$ cat src/rtl/mcu_pkg.sv
// Shared definitions for the parametrised accumulator core: opcodes,
// FSM state encoding and instruction field positions.
package mcu_pkg;

  localparam int OPC_W = 4;

  localparam logic [3:0] OP_NOP  = 4'h0;
  localparam logic [3:0] OP_LDI  = 4'h1;
  localparam logic [3:0] OP_LD   = 4'h2;
  localparam logic [3:0] OP_ST   = 4'h3;
  localparam logic [3:0] OP_ADD  = 4'h4;
  localparam logic [3:0] OP_SUB  = 4'h5;
  localparam logic [3:0] OP_MUL  = 4'h6;
  localparam logic [3:0] OP_IN   = 4'h7;
  localparam logic [3:0] OP_INK  = 4'h8;
  localparam logic [3:0] OP_JMP  = 4'h9;
  localparam logic [3:0] OP_JZ   = 4'hA;
  localparam logic [3:0] OP_OUT  = 4'hB;
  localparam logic [3:0] OP_HALT = 4'hF;

  typedef enum logic [1:0] {
    ST_FETCH = 2'd0,
    ST_EXEC  = 2'd1,
    ST_MEM   = 2'd2,
    ST_HALT  = 2'd3
  } state_t;

  // Opcode sits directly above the DATA_W-bit operand field.
  function automatic int opc_lsb(input int data_w);
    return data_w;
  endfunction

  // Opcodes LD..MUL go through the data-memory handshake.
  function automatic logic is_mem_op(input logic [3:0] op);
    return (op >= OP_LD) && (op <= OP_MUL);
  endfunction

endpackage

$ cat src/rtl/mcu_core_p_if.sv
// Instruction-fetch and data-memory req/rdy buses of the core.
interface mcu_core_p_if #(
  parameter int DATA_W    = 8,
  parameter int IM_ADDR_W = 8,
  parameter int DM_ADDR_W = 8,
  parameter int INST_W    = DATA_W + 4
);
  logic [IM_ADDR_W-1:0] im_addr;
  logic                 im_req;
  logic                 im_rdy;
  logic [INST_W-1:0]    im_data;
  logic [DM_ADDR_W-1:0] dm_addr;
  logic [DATA_W-1:0]    dm_wdata;
  logic                 dm_we;
  logic                 dm_req;
  logic                 dm_rdy;
  logic [DATA_W-1:0]    dm_rdata;

  modport master (
    output im_addr, im_req, dm_addr, dm_wdata, dm_we, dm_req,
    input  im_rdy, im_data, dm_rdy, dm_rdata
  );

  modport slave (
    input  im_addr, im_req, dm_addr, dm_wdata, dm_we, dm_req,
    output im_rdy, im_data, dm_rdy, dm_rdata
  );
endinterface

$ cat src/rtl/mcu_alu_p.sv
// Combinational arithmetic unit: add/subtract with carry (borrow) and
// zero, plus a full-width unsigned product.
module mcu_alu_p
  import mcu_pkg::*;
#(
  parameter int DATA_W = 8
) (
  input  logic [3:0]          op,
  input  logic [DATA_W-1:0]   a,
  input  logic [DATA_W-1:0]   b,
  output logic [DATA_W-1:0]   res,
  output logic                carry,
  output logic                zero,
  output logic [2*DATA_W-1:0] prod
);
  logic [DATA_W:0] sum_s;
  logic [DATA_W:0] diff_s;

  assign sum_s  = {1'b0, a} + {1'b0, b};
  assign diff_s = {1'b0, a} - {1'b0, b};
  assign prod   = {{DATA_W{1'b0}}, a} * {{DATA_W{1'b0}}, b};

  // Pick the add or subtract result; bit DATA_W is carry or borrow.
  always_comb begin
    res   = sum_s[DATA_W-1:0];
    carry = sum_s[DATA_W];
    case (op)
      OP_SUB: begin
        res   = diff_s[DATA_W-1:0];
        carry = diff_s[DATA_W];
      end
      default: begin
        res   = sum_s[DATA_W-1:0];
        carry = sum_s[DATA_W];
      end
    endcase
  end

  assign zero = (res == {DATA_W{1'b0}});
endmodule

$ cat src/rtl/mcu_core_p.sv
// Multi-cycle accumulator core: FETCH -> EXEC [-> MEM] -> FETCH, with
// wait-state tolerant instruction and data handshakes. All bus outputs
// and result ports come straight from registers.
module mcu_core_p
  import mcu_pkg::*;
#(
  parameter int DATA_W    = 8,
  parameter int IM_ADDR_W = 8,
  parameter int DM_ADDR_W = 8,
  parameter int INST_W    = DATA_W + 4
) (
  input  logic              clk,
  input  logic              rst,
  input  logic [DATA_W-1:0] mcu_input,
  input  logic [DATA_W-1:0] KB,
  mcu_core_p_if.master      bus,
  output logic [DATA_W-1:0] Output_LSB,
  output logic [DATA_W-1:0] Output_MSB,
  output logic              halted
);
  localparam int                   OPC_LSB = opc_lsb(DATA_W);
  localparam logic [IM_ADDR_W-1:0] PC_ONE  = {{(IM_ADDR_W-1){1'b0}}, 1'b1};
  localparam logic [DATA_W-1:0]    ZERO_D  = {DATA_W{1'b0}};

  state_t               state_r, state_nxt;
  logic [IM_ADDR_W-1:0] pc_r, pc_nxt;
  logic [DATA_W-1:0]    acc_r, acc_nxt;
  logic [INST_W-1:0]    ir_r, ir_nxt;
  logic                 zero_r, zero_nxt;
  logic                 carry_r, carry_nxt;
  logic [DATA_W-1:0]    out_lsb_r, out_lsb_nxt;
  logic [DATA_W-1:0]    out_msb_r, out_msb_nxt;
  logic [DM_ADDR_W-1:0] dm_addr_r, dm_addr_nxt;
  logic [DATA_W-1:0]    dm_wdata_r, dm_wdata_nxt;
  logic                 dm_we_r, dm_we_nxt;
  logic                 im_req_r, dm_req_r, halted_r;

  logic [3:0]           opcode_s;
  logic [DATA_W-1:0]    imm_s;
  logic                 fetch_done_s, mem_done_s;
  logic [DATA_W-1:0]    alu_res_s;
  logic                 alu_carry_s, alu_zero_s;
  logic [2*DATA_W-1:0]  alu_prod_s;

  assign opcode_s = ir_r[OPC_LSB +: OPC_W];
  assign imm_s    = ir_r[DATA_W-1:0];

  // A handshake completes only while our own request is up.
  assign fetch_done_s = (state_r == ST_FETCH) && im_req_r && bus.im_rdy;
  assign mem_done_s   = (state_r == ST_MEM) && dm_req_r && bus.dm_rdy;

  mcu_alu_p #(.DATA_W(DATA_W)) u_alu (
    .op    (opcode_s),
    .a     (acc_r),
    .b     (bus.dm_rdata),
    .res   (alu_res_s),
    .carry (alu_carry_s),
    .zero  (alu_zero_s),
    .prod  (alu_prod_s)
  );

  // FSM state register.
  always_ff @(posedge clk or negedge rst) begin
    if (!rst) begin
      state_r <= ST_FETCH;
    end else begin
      state_r <= state_nxt;
    end
  end

  // Next-state decode.
  always_comb begin
    state_nxt = state_r;
    case (state_r)
      ST_FETCH: begin
        if (fetch_done_s) state_nxt = ST_EXEC;
        else              state_nxt = ST_FETCH;
      end
      ST_EXEC: begin
        if (opcode_s == OP_HALT)     state_nxt = ST_HALT;
        else if (is_mem_op(opcode_s)) state_nxt = ST_MEM;
        else                          state_nxt = ST_FETCH;
      end
      ST_MEM: begin
        if (mem_done_s) state_nxt = ST_FETCH;
        else            state_nxt = ST_MEM;
      end
      ST_HALT: state_nxt = ST_HALT;
      default: state_nxt = ST_FETCH;
    endcase
  end

  // Next values of the architectural registers and bus outputs.
  always_comb begin
    pc_nxt       = pc_r;
    acc_nxt      = acc_r;
    ir_nxt       = ir_r;
    zero_nxt     = zero_r;
    carry_nxt    = carry_r;
    out_lsb_nxt  = out_lsb_r;
    out_msb_nxt  = out_msb_r;
    dm_addr_nxt  = dm_addr_r;
    dm_wdata_nxt = dm_wdata_r;
    dm_we_nxt    = dm_we_r;
    case (state_r)
      ST_FETCH: begin
        if (fetch_done_s) begin
          ir_nxt = bus.im_data;
          pc_nxt = pc_r + PC_ONE;
        end else begin
          ir_nxt = ir_r;
        end
      end
      ST_EXEC: begin
        case (opcode_s)
          OP_LDI: begin
            acc_nxt  = imm_s;
            zero_nxt = (imm_s == ZERO_D);
          end
          OP_IN: begin
            acc_nxt  = mcu_input;
            zero_nxt = (mcu_input == ZERO_D);
          end
          OP_INK: begin
            acc_nxt  = KB;
            zero_nxt = (KB == ZERO_D);
          end
          OP_JMP: pc_nxt = imm_s[IM_ADDR_W-1:0];
          OP_JZ: begin
            if (zero_r) pc_nxt = imm_s[IM_ADDR_W-1:0];
            else        pc_nxt = pc_r;
          end
          OP_OUT: begin
            out_lsb_nxt = acc_r;
            out_msb_nxt = ZERO_D;
          end
          OP_LD, OP_ST, OP_ADD, OP_SUB, OP_MUL: begin
            dm_addr_nxt  = imm_s[DM_ADDR_W-1:0];
            dm_we_nxt    = (opcode_s == OP_ST);
            dm_wdata_nxt = acc_r;
          end
          default: begin
            pc_nxt = pc_r;
          end
        endcase
      end
      ST_MEM: begin
        if (mem_done_s) begin
          dm_we_nxt = 1'b0;
          case (opcode_s)
            OP_LD: begin
              acc_nxt  = bus.dm_rdata;
              zero_nxt = (bus.dm_rdata == ZERO_D);
            end
            OP_ADD, OP_SUB: begin
              acc_nxt   = alu_res_s;
              carry_nxt = alu_carry_s;
              zero_nxt  = alu_zero_s;
            end
            OP_MUL: {out_msb_nxt, out_lsb_nxt} = alu_prod_s;
            default: begin
              acc_nxt = acc_r;
            end
          endcase
        end else begin
          dm_we_nxt = dm_we_r;
        end
      end
      default: begin
        pc_nxt = pc_r;
      end
    endcase
  end

  // Datapath and output registers; requests follow the upcoming state.
  always_ff @(posedge clk or negedge rst) begin
    if (!rst) begin
      pc_r       <= {IM_ADDR_W{1'b0}};
      acc_r      <= ZERO_D;
      ir_r       <= {INST_W{1'b0}};
      zero_r     <= 1'b1;
      carry_r    <= 1'b0;
      out_lsb_r  <= ZERO_D;
      out_msb_r  <= ZERO_D;
      dm_addr_r  <= {DM_ADDR_W{1'b0}};
      dm_wdata_r <= ZERO_D;
      dm_we_r    <= 1'b0;
      im_req_r   <= 1'b0;
      dm_req_r   <= 1'b0;
      halted_r   <= 1'b0;
    end else begin
      pc_r       <= pc_nxt;
      acc_r      <= acc_nxt;
      ir_r       <= ir_nxt;
      zero_r     <= zero_nxt;
      carry_r    <= carry_nxt;
      out_lsb_r  <= out_lsb_nxt;
      out_msb_r  <= out_msb_nxt;
      dm_addr_r  <= dm_addr_nxt;
      dm_wdata_r <= dm_wdata_nxt;
      dm_we_r    <= dm_we_nxt;
      im_req_r   <= (state_nxt == ST_FETCH);
      dm_req_r   <= (state_nxt == ST_MEM);
      halted_r   <= (state_nxt == ST_HALT);
    end
  end

  assign bus.im_addr  = pc_r;
  assign bus.im_req   = im_req_r;
  assign bus.dm_addr  = dm_addr_r;
  assign bus.dm_wdata = dm_wdata_r;
  assign bus.dm_we    = dm_we_r;
  assign bus.dm_req   = dm_req_r;
  assign Output_LSB   = out_lsb_r;
  assign Output_MSB   = out_msb_r;
  assign halted       = halted_r;
endmodule

$ cat src/flat_wrapper.sv
// flat-port wrapper written by rule: the top's interface ports become plain ports
module mcu_core_p_flat import mcu_pkg::*;
#(
  parameter int DATA_W    = 8,
  parameter int IM_ADDR_W = 8,
  parameter int DM_ADDR_W = 8,
  parameter int INST_W    = DATA_W + 4
)
  (clk, rst, mcu_input, KB, Output_LSB, Output_MSB, halted, bus_im_addr, bus_im_req, bus_dm_addr, bus_dm_wdata, bus_dm_we, bus_dm_req, bus_im_rdy, bus_im_data, bus_dm_rdy, bus_dm_rdata);
  mcu_core_p_if #(.DATA_W(DATA_W), .IM_ADDR_W(IM_ADDR_W), .DM_ADDR_W(DM_ADDR_W), .INST_W(INST_W)) bus_i ();
  input  logic clk;
  input  logic rst;
  input  logic [DATA_W-1:0] mcu_input;
  input  logic [DATA_W-1:0] KB;
  output logic [DATA_W-1:0] Output_LSB;
  output logic [DATA_W-1:0] Output_MSB;
  output logic halted;
  output wire logic [$bits(bus_i.im_addr)-1:0] bus_im_addr;
  output wire logic [$bits(bus_i.im_req)-1:0] bus_im_req;
  output wire logic [$bits(bus_i.dm_addr)-1:0] bus_dm_addr;
  output wire logic [$bits(bus_i.dm_wdata)-1:0] bus_dm_wdata;
  output wire logic [$bits(bus_i.dm_we)-1:0] bus_dm_we;
  output wire logic [$bits(bus_i.dm_req)-1:0] bus_dm_req;
  input wire logic [$bits(bus_i.im_rdy)-1:0] bus_im_rdy;
  input wire logic [$bits(bus_i.im_data)-1:0] bus_im_data;
  input wire logic [$bits(bus_i.dm_rdy)-1:0] bus_dm_rdy;
  input wire logic [$bits(bus_i.dm_rdata)-1:0] bus_dm_rdata;
  assign bus_im_addr = bus_i.im_addr;
  assign bus_im_req = bus_i.im_req;
  assign bus_dm_addr = bus_i.dm_addr;
  assign bus_dm_wdata = bus_i.dm_wdata;
  assign bus_dm_we = bus_i.dm_we;
  assign bus_dm_req = bus_i.dm_req;
  assign bus_i.im_rdy = bus_im_rdy;
  assign bus_i.im_data = bus_im_data;
  assign bus_i.dm_rdy = bus_dm_rdy;
  assign bus_i.dm_rdata = bus_dm_rdata;
  mcu_core_p #(.DATA_W(DATA_W), .IM_ADDR_W(IM_ADDR_W), .DM_ADDR_W(DM_ADDR_W), .INST_W(INST_W)) u_core (.clk(clk), .rst(rst), .mcu_input(mcu_input), .KB(KB), .bus(bus_i), .Output_LSB(Output_LSB), .Output_MSB(Output_MSB), .halted(halted));
endmodule
$ cat config.mk
export PLATFORM = sky130hd
export DESIGN_NAME = mcu_core_p_flat
export DESIGN_NICKNAME = d
export VERILOG_FILES = /design/src/rtl/mcu_pkg.sv /design/src/rtl/mcu_core_p_if.sv /design/src/rtl/mcu_alu_p.sv /design/src/rtl/mcu_core_p.sv /design/src/flat_wrapper.sv
export SDC_FILE = /design/constraint.sdc
export NUM_CORES = 1
export LEC_CHECK = 0
export BUFFER_PORTS_ARGS = -buffer_cell sky130_fd_sc_hd__buf_2
export CORE_UTILIZATION = 25
export CTS_CLUSTER_DIAMETER = 80
export CTS_CLUSTER_SIZE = 8
export DETAILED_ROUTE_END_ITERATION = 10
export HOLD_SLACK_MARGIN = 0.15
export MAX_ROUTING_LAYER = met4
export PLACE_DENSITY = 0.41
export SLEW_MARGIN = 30
export SYNTH_ARGS = -nofsm -noshare
export SYNTH_HDL_FRONTEND = slang
export SYNTH_HIERARCHICAL = 1
export SYNTH_SLANG_ARGS = --single-unit
$ cat constraint.sdc
create_clock -name clk -period 4.4 [get_ports clk]
set_input_delay 0.22 -clock clk [delete_from_list [all_inputs] [get_ports clk]]
set_output_delay 0.22 -clock clk [all_outputs]
set_load 0.005 [all_outputs]
==> flow_metrics.tcl, run 1 <==
set metrics [dict create \
    vdd_ir_drop_max_mv 0.415 \
    hold_path.startpoint "bus_im_rdy" \
    via_per_inst 4.67 \
    layout_common_cells "83 x buf_2, 73 x inv_1, 64 x dfrtp_1" \
    grt_max_degree 45 \
    gp_congestion 0.880 \
    clock_latency_ns 0.34 \
    wl_um 17600 \
    final.min_clock_period_ns 4.25 \
    critical-path-top-delay-family "adder cells" \
    cpMaxStageDelayCell "fa_1" \
    startpoint_type "flip-flop" \
    detail_route.wl_per_cell_um 16.2 \
    syn_to_final_growth_pct 24.2 \
    detail_route.iter0.violations 210 \
    die_w_um 159 \
    timing.hold.ws_ns 0.236 \
    p_per_area_mw_per_mm2 929 \
    netlist_instances 628 \
    worst-path-buf-inv 2 \
    critical_path_arrival_ns 4.50 \
    setup_viol 0 \
    max_freq_mhz 235 \
    antenna_found_initial 0 \
    die_y_um 159 \
    grt_pass1_vias 5267 \
    core_area_mm2 0.0243 \
    status "finished, final reports clean" \
    yosysWarnings 6 \
    clk_path_buf_depth 2 \
    crit_required_ns 4.65 \
    finalClockSkew_ns 0.00517 \
    cts_root_buffer "clkbuf_16" \
    maxSlewHeadroom 0.377 \
    drc 0 \
    port_buffers 83 \
    post-route-period-util 0.967 \
    htree_num_levels 3 \
    path_clk_slew_ns 0.05 \
    maxCapViolCount 0 \
    final_common_cell "buf_2" \
    cts-buffers-inserted 9 \
    clock_sinks 67 \
    grt_pass1_wl_um 28200 \
    start_util 0.255 \
    final-hold-violation-count 0 \
    path_max_fanout 6 \
    synth_area_per_cell_um2 9.87 \
    post-route-util 0.317 \
    fp.dieArea_mm2 0.0254 \
    crit_path_cell_trace "and2_4 > fa_1 > inv_1 > fa_1 > fa_1 > fa_1 > inv_1 > ha_4 > o21ai_2 > o21ai_1 > nand2_1 > o31ai_2 > xor2_1 > nand2_1 > mux2i_1" \
    syn-num-nets 759 \
    finalMaxSlewViolations 0 \
    max_slew.worst_pin.slew_ns 0.934 \
    worstSetupPathType "flip-flop to flip-flop" \
    fp-row-count 57 \
    cts_tree "built" \
    end_kind "flip-flop" \
    crit_start "u_core/acc_r[3]" \
    drive_gt1_frac 0.278 \
    r2r_start "u_core/acc_r[3]" \
    num_vias 5058 \
    worst_path_most_repeated_cell "fa_1" \
    post-dp-hpwl_um 13700 \
    grt_usage 0.146 \
    syn_area_mm2 0.00620 \
    ant_nets 0 \
    firstDrtPassIters 4 \
    nNetsFinal 887 \
    overflow 0 \
    power_leakage_nw 3.69 \
    antenna_cells 0 \
    io_pins 84 \
    critPathMaxStageDelay_ns 0.55 \
    dpl-instance-area_mm2 0.00713 \
    fin_area_mm2 0.00770 \
    min_path_type "input pin to flip-flop" \
]
## registers in the layout (all words and copies together), names as in the netlist, 2 cells and up
register / cells
u_core/Output_MSB: 8
u_core/bus.dm_wdata: 8
u_core/acc_r: 8
u_core/ir_r: 12
u_core/bus.im_addr: 8
u_core/state_r: 2
u_core/Output_LSB: 8
u_core/bus.dm_addr: 8
## layer usage
metal,GRT usage,wire length [µm],vias up
met2,0.229,8250,125
met3,0.0169,496,21
met5,-,0,-
met4,0.0524,340,0
met1,0.193,8510,2492
li1,-,-,2420
## timing repair
item                                   in CTS  in global routing
setup buffers                               0                  6
gates resized for setup                     2                 27
hold buffers                               13                  0
setup endpoints to repair                   2                  6
gates cloned                                0                  0
endpoints found under the hold margin      35                  0
pin swaps                                   0                 17
## worst reg2reg max path, stage by stage, from the launching register on
cell and delay, ns:
dfrtp_2 0.45, and2_4 0.16, fa_1 0.53, inv_1 0.05
fa_1 0.53, fa_1 0.45, fa_1 0.55, inv_1 0.06
ha_4 0.28, o21ai_2 0.06, o21ai_1 0.20, nand2_1 0.15
o31ai_2 0.31, xor2_1 0.16, nand2_1 0.06, mux2i_1 0.16
## power breakdown
group | switching, W | internal (W)
clock | 0.000277 | 0.000446
combinational | 0.00272 | 0.00245
sequential | 0.000346 | 0.000911
total | 0.00334 | 0.00381
## path summary, 6_finish.rpt
path                                          to  slack [ns]  cells past startpoint
setup / recovery            u_core/Output_MSB[6]        0.15                     15
hold reg to reg             u_core/Output_LSB[0]        0.48                      1
max in group asynchronous        u_core/acc_r[3]        2.94                      3
hold / removal             u_core/bus.im_addr[0]        0.24                      3
setup reg to reg            u_core/Output_MSB[6]        0.15                     15
min in group asynchronous      u_core/state_r[1]        0.40                      2
## metrics by stage
step / cells / total power, W / setup WS, ns / setup TNS, ns
2_1_floorplan: 628 / 0.00455 / 0.0658 / 0
3_3_place_gp: 1050 / 0.00602 / -0.0333 / -0.0383
3_5_place_dp: 1050 / 0.00603 / -0.104 / -0.120
4_1_cts: 1077 / 0.00686 / 0.00165 / 0
5_1_grt: 1083 / 0.00791 / -0.0213 / -0.0213
6_report: 1083 / 0.00715 / 0.146 / 0
## final cells by class
class	count	area, µm²
clock buffers	11	243
flip-flops and latches	67	1680
clock inverters	3	40.0
well taps	324	405
multi-input cells	465	4180
fillers	2528	16600
inverters	75	282
repair buffers	138	868
Note: power is estimated with default switching activity, not from simulation.
==> run 2, diff against run 1 <==
--- a/config.mk
+++ b/config.mk
@@ -12,7 +12,7 @@
 export DETAILED_ROUTE_END_ITERATION = 10
 export HOLD_SLACK_MARGIN = 0.15
 export MAX_ROUTING_LAYER = met4
-export PLACE_DENSITY = 0.41
+export PLACE_DENSITY = 0.39
 export SLEW_MARGIN = 30
 export SYNTH_ARGS = -nofsm -noshare
 export SYNTH_HDL_FRONTEND = slang
==> constraint.sdc (replaced) <==
create_clock -name clk -period 4.3 [get_ports clk]
set_input_delay 0.215 -clock clk [delete_from_list [all_inputs] [get_ports clk]]
set_output_delay 0.215 -clock clk [all_outputs]
set_load 0.005 [all_outputs]
==> flow_metrics.tcl, run 2 (synthesized netlist as in run 1, its figures left out) <==
set metrics [dict create \
    startpoint_type "flip-flop" \
    grt_pass1_vias 5220 \
    status "finished, final reports clean" \
    die_y_um 159 \
    path_max_fanout 5 \
    finalMaxSlewViolations 0 \
    nNetsFinal 898 \
    vdd_ir_drop_max_mv 0.502 \
    drive_gt1_frac 0.310 \
    final-hold-violation-count 0 \
    tns_ns 0 \
    r2r_slack_ns 0.15 \
    drc 0 \
    drt-met1-wl_um 8850 \
    overflow 0 \
    critPathMaxStageDelay_ns 0.54 \
    final_common_cell "buf_2" \
    crit_path_cell_trace "buf_4 > buf_4 > nand2_1 > fa_1 > inv_2 > fa_1 > inv_1 > fa_1 > fa_1 > inv_1 > ha_4 > o21ai_1 > o21ai_1 > nand2_2 > o31ai_4 > xor2_1 > nand2_1 > mux2i_1" \
    power_leakage_nw 3.73 \
    post-route-period-util 0.966 \
    detail_route.iter0.violations 176 \
    p_clk_frac 0.093 \
    reg2regPathDepth 18 \
    fillers 2539 \
    maxSlewHeadroom 0.532 \
    clk_path_buf_depth 2 \
    firstDrtPassIters 5 \
    r2r_start "u_core/acc_r[3]" \
    max_slew.worst_pin.slew_ns 0.703 \
    setup_viol 0 \
    r2r-end "u_core/Output_MSB[6]" \
    min_path_type "input pin to flip-flop" \
    cp-endpoint "u_core/Output_MSB[6]" \
    grt_max_degree 68 \
    ant_nets 0 \
    largest_reg_flops 12 \
    num_vias 5086 \
    clock_latency_ns 0.35 \
    maxCapViolCount 0 \
    max_freq_mhz 241 \
    via_per_inst 4.64 \
    p_per_area_mw_per_mm2 987 \
    fp.dieArea_mm2 0.0254 \
    post-dp-hpwl_um 13700 \
    setup_slack_ns 0.146 \
    cts-buffers-inserted 9 \
    io_pins 84 \
    crit_required_ns 4.56 \
    start_util 0.255 \
    core_area_mm2 0.0243 \
    gp_congestion 0.895 \
    end_kind "flip-flop" \
    dpl.cell_count 1056 \
    fin_area_mm2 0.00784 \
    cts_root_buffer "clkbuf_16" \
    worstSetupPathType "flip-flop to flip-flop" \
    wl_um 18200 \
    detail_route.wl_per_cell_um 16.6 \
    top_layer_used "met4" \
    antenna_cells 0 \
    regMostFlops "u_core/ir_r" \
    dpl-instance-area_mm2 0.00719 \
    crit_start "u_core/acc_r[3]" \
    clock_sinks 67 \
    p_seq_frac 0.167 \
    p_int_w 0.00413 \
    finalClockSkew_ns 0.0100 \
    wl_met2_um 8550 \
    critical_path_arrival_ns 4.41 \
    combPwrFrac 0.740 \
    fp-row-count 57 \
    switchingPower_w 0.00361 \
    grt_usage 0.151 \
    htree_num_levels 3 \
    layout_common_cells "82 x buf_2, 70 x inv_1, 62 x dfrtp_1" \
    cts_tree "built" \
    switching_share 0.467 \
    post-place-ws_ns -0.129 \
    final.min_clock_period_ns 4.15 \
    path_clk_slew_ns 0.07 \
    syn_to_final_growth_pct 26.6 \
    stdcell_count 1096 \
    port_buffers 83 \
    worst_path_most_repeated_cell "fa_1" \
    die_w_um 159 \
    cpMaxStageDelayCell "fa_1" \
    antenna_found_initial 0 \
    met3WireLength_um 582 \
    grt_pass1_wl_um 29200 \
]
-- run 2: worst min-delay path by stage --
stage,start,endpoint,slack (ns),cells after the start
after floorplan,rst,u_core/Output_LSB[0],-0.08,0
after global placement,rst,u_core/bus.dm_addr[7],0.42,1
after detailed placement,rst,u_core/bus.dm_addr[7],0.43,1
after CTS,bus_im_rdy,u_core/bus.im_addr[0],0.17,3
after global routing,bus_im_rdy,u_core/bus.im_addr[0],0.23,3
final,bus_im_rdy,u_core/bus.im_addr[0],0.19,3
-- run 2: through the flow --
step	util	hold WS [ns]	power (W)
after detailed placement	0.296	0.431	0.00641
after CTS	0.313	0.174	0.00729
after global routing	0.323	0.233	0.00856
after floorplan	-	-0.0806	0.00467
final	0.323	0.186	0.00774
after global placement	0.296	0.417	0.00640
-- run 2: what timing repair did --
action | in CTS | in global routing
pin swaps | 1 | 23
hold buffers | 13 | 0
gates resized for setup | 7 | 34
setup endpoints to repair | 4 | 7
endpoints found under the hold margin | 78 | 0
buffers inserted | 0 | 11
-- run 2: critical path, delay by kind of cell (launching register included) --
| family | cells | cell delay [ns] |
|---|---|---|
| compound gates | 3 | 0.54 |
| xor+xnor | 1 | 0.18 |
| fa+ha+maj | 5 | 2.02 |
| buf+inv | 5 | 0.48 |
| flops | 1 | 0.40 |
| mux | 1 | 0.18 |
| simple gates | 3 | 0.26 |
-- run 2: power by group through the flow --
stage	clock network, W	logic [W]	registers [W]
final	0.000723	0.00572	0.00129
after global routing	0.000776	0.00643	0.00135
after CTS	0.000760	0.00523	0.00130
after detailed placement	0	0.00510	0.00131
after global placement	0	0.00511	0.00129
after floorplan	0	0.00345	0.00122
-- run 2: final cells by class --
class | instances | area (µm²) | share of cell area
repair buffers | 149 | 957 | 0.122
flip-flops and latches | 67 | 1680 | 0.215
clock inverters | 7 | 51.3 | 0.00654
multi-input cells | 465 | 4240 | 0.541
inverters | 75 | 282 | 0.0359
clock buffers | 9 | 225 | 0.0287
well taps | 324 | 405 | 0.0517
-- run 2: routing by layer --
metal	track usage	vias up
met2	0.238	104
met3	0.0224	10
met1	0.203	2517
met4	0.0380	0
li1	-	2455
met5	-	-
==> run 3, diff against run 2 <==
--- a/config.mk
+++ b/config.mk
@@ -6,13 +6,14 @@
 export NUM_CORES = 1
 export LEC_CHECK = 0
 export BUFFER_PORTS_ARGS = -buffer_cell sky130_fd_sc_hd__buf_2
-export CORE_UTILIZATION = 25
+export CORE_UTILIZATION = 45
+export CTS_BUF_LIST = sky130_fd_sc_hd__clkbuf_2
 export CTS_CLUSTER_DIAMETER = 80
 export CTS_CLUSTER_SIZE = 8
 export DETAILED_ROUTE_END_ITERATION = 10
 export HOLD_SLACK_MARGIN = 0.15
 export MAX_ROUTING_LAYER = met4
-export PLACE_DENSITY = 0.39
+export PLACE_DENSITY = 0.63
 export SLEW_MARGIN = 30
 export SYNTH_ARGS = -nofsm -noshare
 export SYNTH_HDL_FRONTEND = slang
==> flow_metrics.tcl, run 3 (synthesized netlist as in run 1, its figures left out) <==
set metrics [dict create \
    grt_pass1_wl_um 25700 \
    fp.dieArea_mm2 0.0142 \
    core_area_mm2 0.0133 \
    final-hold-violation-count 0 \
    hold_depth 4 \
    firstDrtPassIters 5 \
    largest_reg_flops 12 \
    wl_um 15600 \
    htree_num_levels 3 \
    port_buffers 83 \
    ant_nets 0 \
    cts_root_buffer "clkbuf_2" \
    grt_max_degree 56 \
    final_common_cell "buf_2" \
    drive_gt1_frac 0.294 \
    detail_route.iter0.violations 230 \
    layout_common_cells "83 x buf_2, 68 x inv_1, 62 x dfrtp_1, 62 x nand2_1, 46 x ha_1" \
    detail_route.wl_per_cell_um 16.6 \
    cts_tree "built" \
    post-dp-hpwl_um 11900 \
    num_vias 5052 \
    r2r_start "u_core/acc_r[4]" \
    regMostFlops "u_core/ir_r" \
    drc 0 \
    hold_path.startpoint "bus_dm_rdata[3]" \
    syn_to_final_growth_pct 20.1 \
    status "finished, final reports clean" \
    fin_area_mm2 0.00744 \
    antenna_found_initial 0 \
    whs_endpoint "u_core/acc_r[3]" \
    overflow 0 \
    rsz0062_at_grt "true" \
    final.min_clock_period_ns 4.20 \
    clk_path_buf_depth 2 \
    r2r_slack_ns 0.10 \
    r2r-end "u_core/Output_MSB[7]" \
    fillers 1224 \
    finalClockSkew_ns 0.0189 \
    min_path_type "input pin to flip-flop" \
    io_pins 84 \
    crit_required_ns 4.79 \
    finalMaxSlewViolations 0 \
    regArea_mm2 0.00168 \
    post-place-ws_ns -0.0659 \
    reg2regPathDepth 16 \
    die_w_um 119 \
    end_kind "flip-flop" \
    nNetsFinal 889 \
    clock_latency_ns 0.55 \
    dpl-instance-area_mm2 0.00694 \
    cts-buffers-inserted 9 \
    critical_path_arrival_ns 4.69 \
    post-route-util 0.558 \
    max_slew.worst_pin.slew_ns 0.714 \
    path_max_fanout 3 \
    startpoint_type "flip-flop" \
    setup_viol 0 \
    maxCapViolCount 0 \
    grt_pass1_vias 5082 \
    fp-row-count 42 \
    clock_sinks 67 \
    gp_congestion 0.910 \
    post-route-period-util 0.976 \
    crit_start "u_core/acc_r[4]" \
    multi_input_area_mm2 0.00423 \
    path_clk_slew_ns 0.21 \
    grt_usage 0.239 \
    start_util 0.464 \
    via_per_inst 5.38 \
    max_freq_mhz 238 \
    maxSlewHeadroom 0.524 \
    setup_slack_ns 0.102 \
    antenna_cells 0 \
    worstSetupPathType "flip-flop to flip-flop" \
    die_y_um 119 \
]
-- run 3: cell types whose count changed in the layout (fill, tap and decap cells not counted), moves of 2 or more --
cell           previous run  this run
clkbuf_16                 9         0
clkinv_2                  2         0
buf_4                    51        38
bufinv_16                 0         2
inv_1                    70        68
inv_2                     5         7
clkbuf_2                  0        10
dlygate4sd3_1            13        16
-- run 3: worst max path at each step --
stage,cells past startpoint,end
floorplan,15,u_core/Output_MSB[7]
global placement,15,u_core/Output_MSB[7]
detailed placement,15,u_core/Output_MSB[7]
CTS,15,u_core/Output_MSB[7]
global route,17,u_core/Output_MSB[7]
finish,16,u_core/Output_MSB[7]
-- run 3: cell type report --
type                            instances  share of cell area
Multi-Input combinational cell        465               0.568
Clock buffer                           10             0.00672
Tap cell                              176              0.0296
Sequential cell                        67               0.226
Inverter                               75              0.0378
Timing Repair Buffer                  140               0.120
Clock inverter                          6              0.0119
-- run 3: worst max-delay path, cell delays in order (launching register included) --
cell       delay, ns
dfrtp_1         0.45
buf_6           0.13
ha_4            0.16
fa_1            0.46
fa_1            0.51
fa_1            0.51
inv_1           0.05
fa_1            0.48
inv_2           0.05
ha_4            0.27
nand2_2         0.05
a21o_1          0.19
a31oi_4         0.23
mux2i_2         0.11
a2111oi_2       0.27
nand2_1         0.08
mux2i_1         0.16
-- run 3: per-stage QoR --
step	hold slack, ns	TNS, ns	std cells
after global routing	0.213	-0.0964	939
after global placement	0.112	0	900
after detailed placement	0.135	-0.0845	900
final	0.245	0	939
after CTS	0.170	0	932
after floorplan	-0.0806	0	628
-- run 3: metal layers --
layer / part of all wire / GRT usage / vias up / wire, µm
met5: 0 / - / - / 0
met4: 0.010 / 0.0609 / 0 / 163
met3: 0.044 / 0.0321 / 14 / 688
met2: 0.48 / 0.385 / 141 / 7460
met1: 0.47 / 0.318 / 2469 / 7320
li1: - / - / 2428 / -
-- run 3: timing repair --
| action | CTS | global route |
|---|---|---|
| setup buffers | 0 | 7 |
| hold buffers | 16 | 0 |
| hold endpoints to repair | 84 | 0 |
| endpoints found under the setup margin | 3 | 6 |
| resized for setup | 5 | 35 |
| pin swaps | 2 | 21 |
Power of run 3 is left out: the tool's default activity adds up to more than one toggle a clock period on the data nets, which glitch-free logic cannot reach.
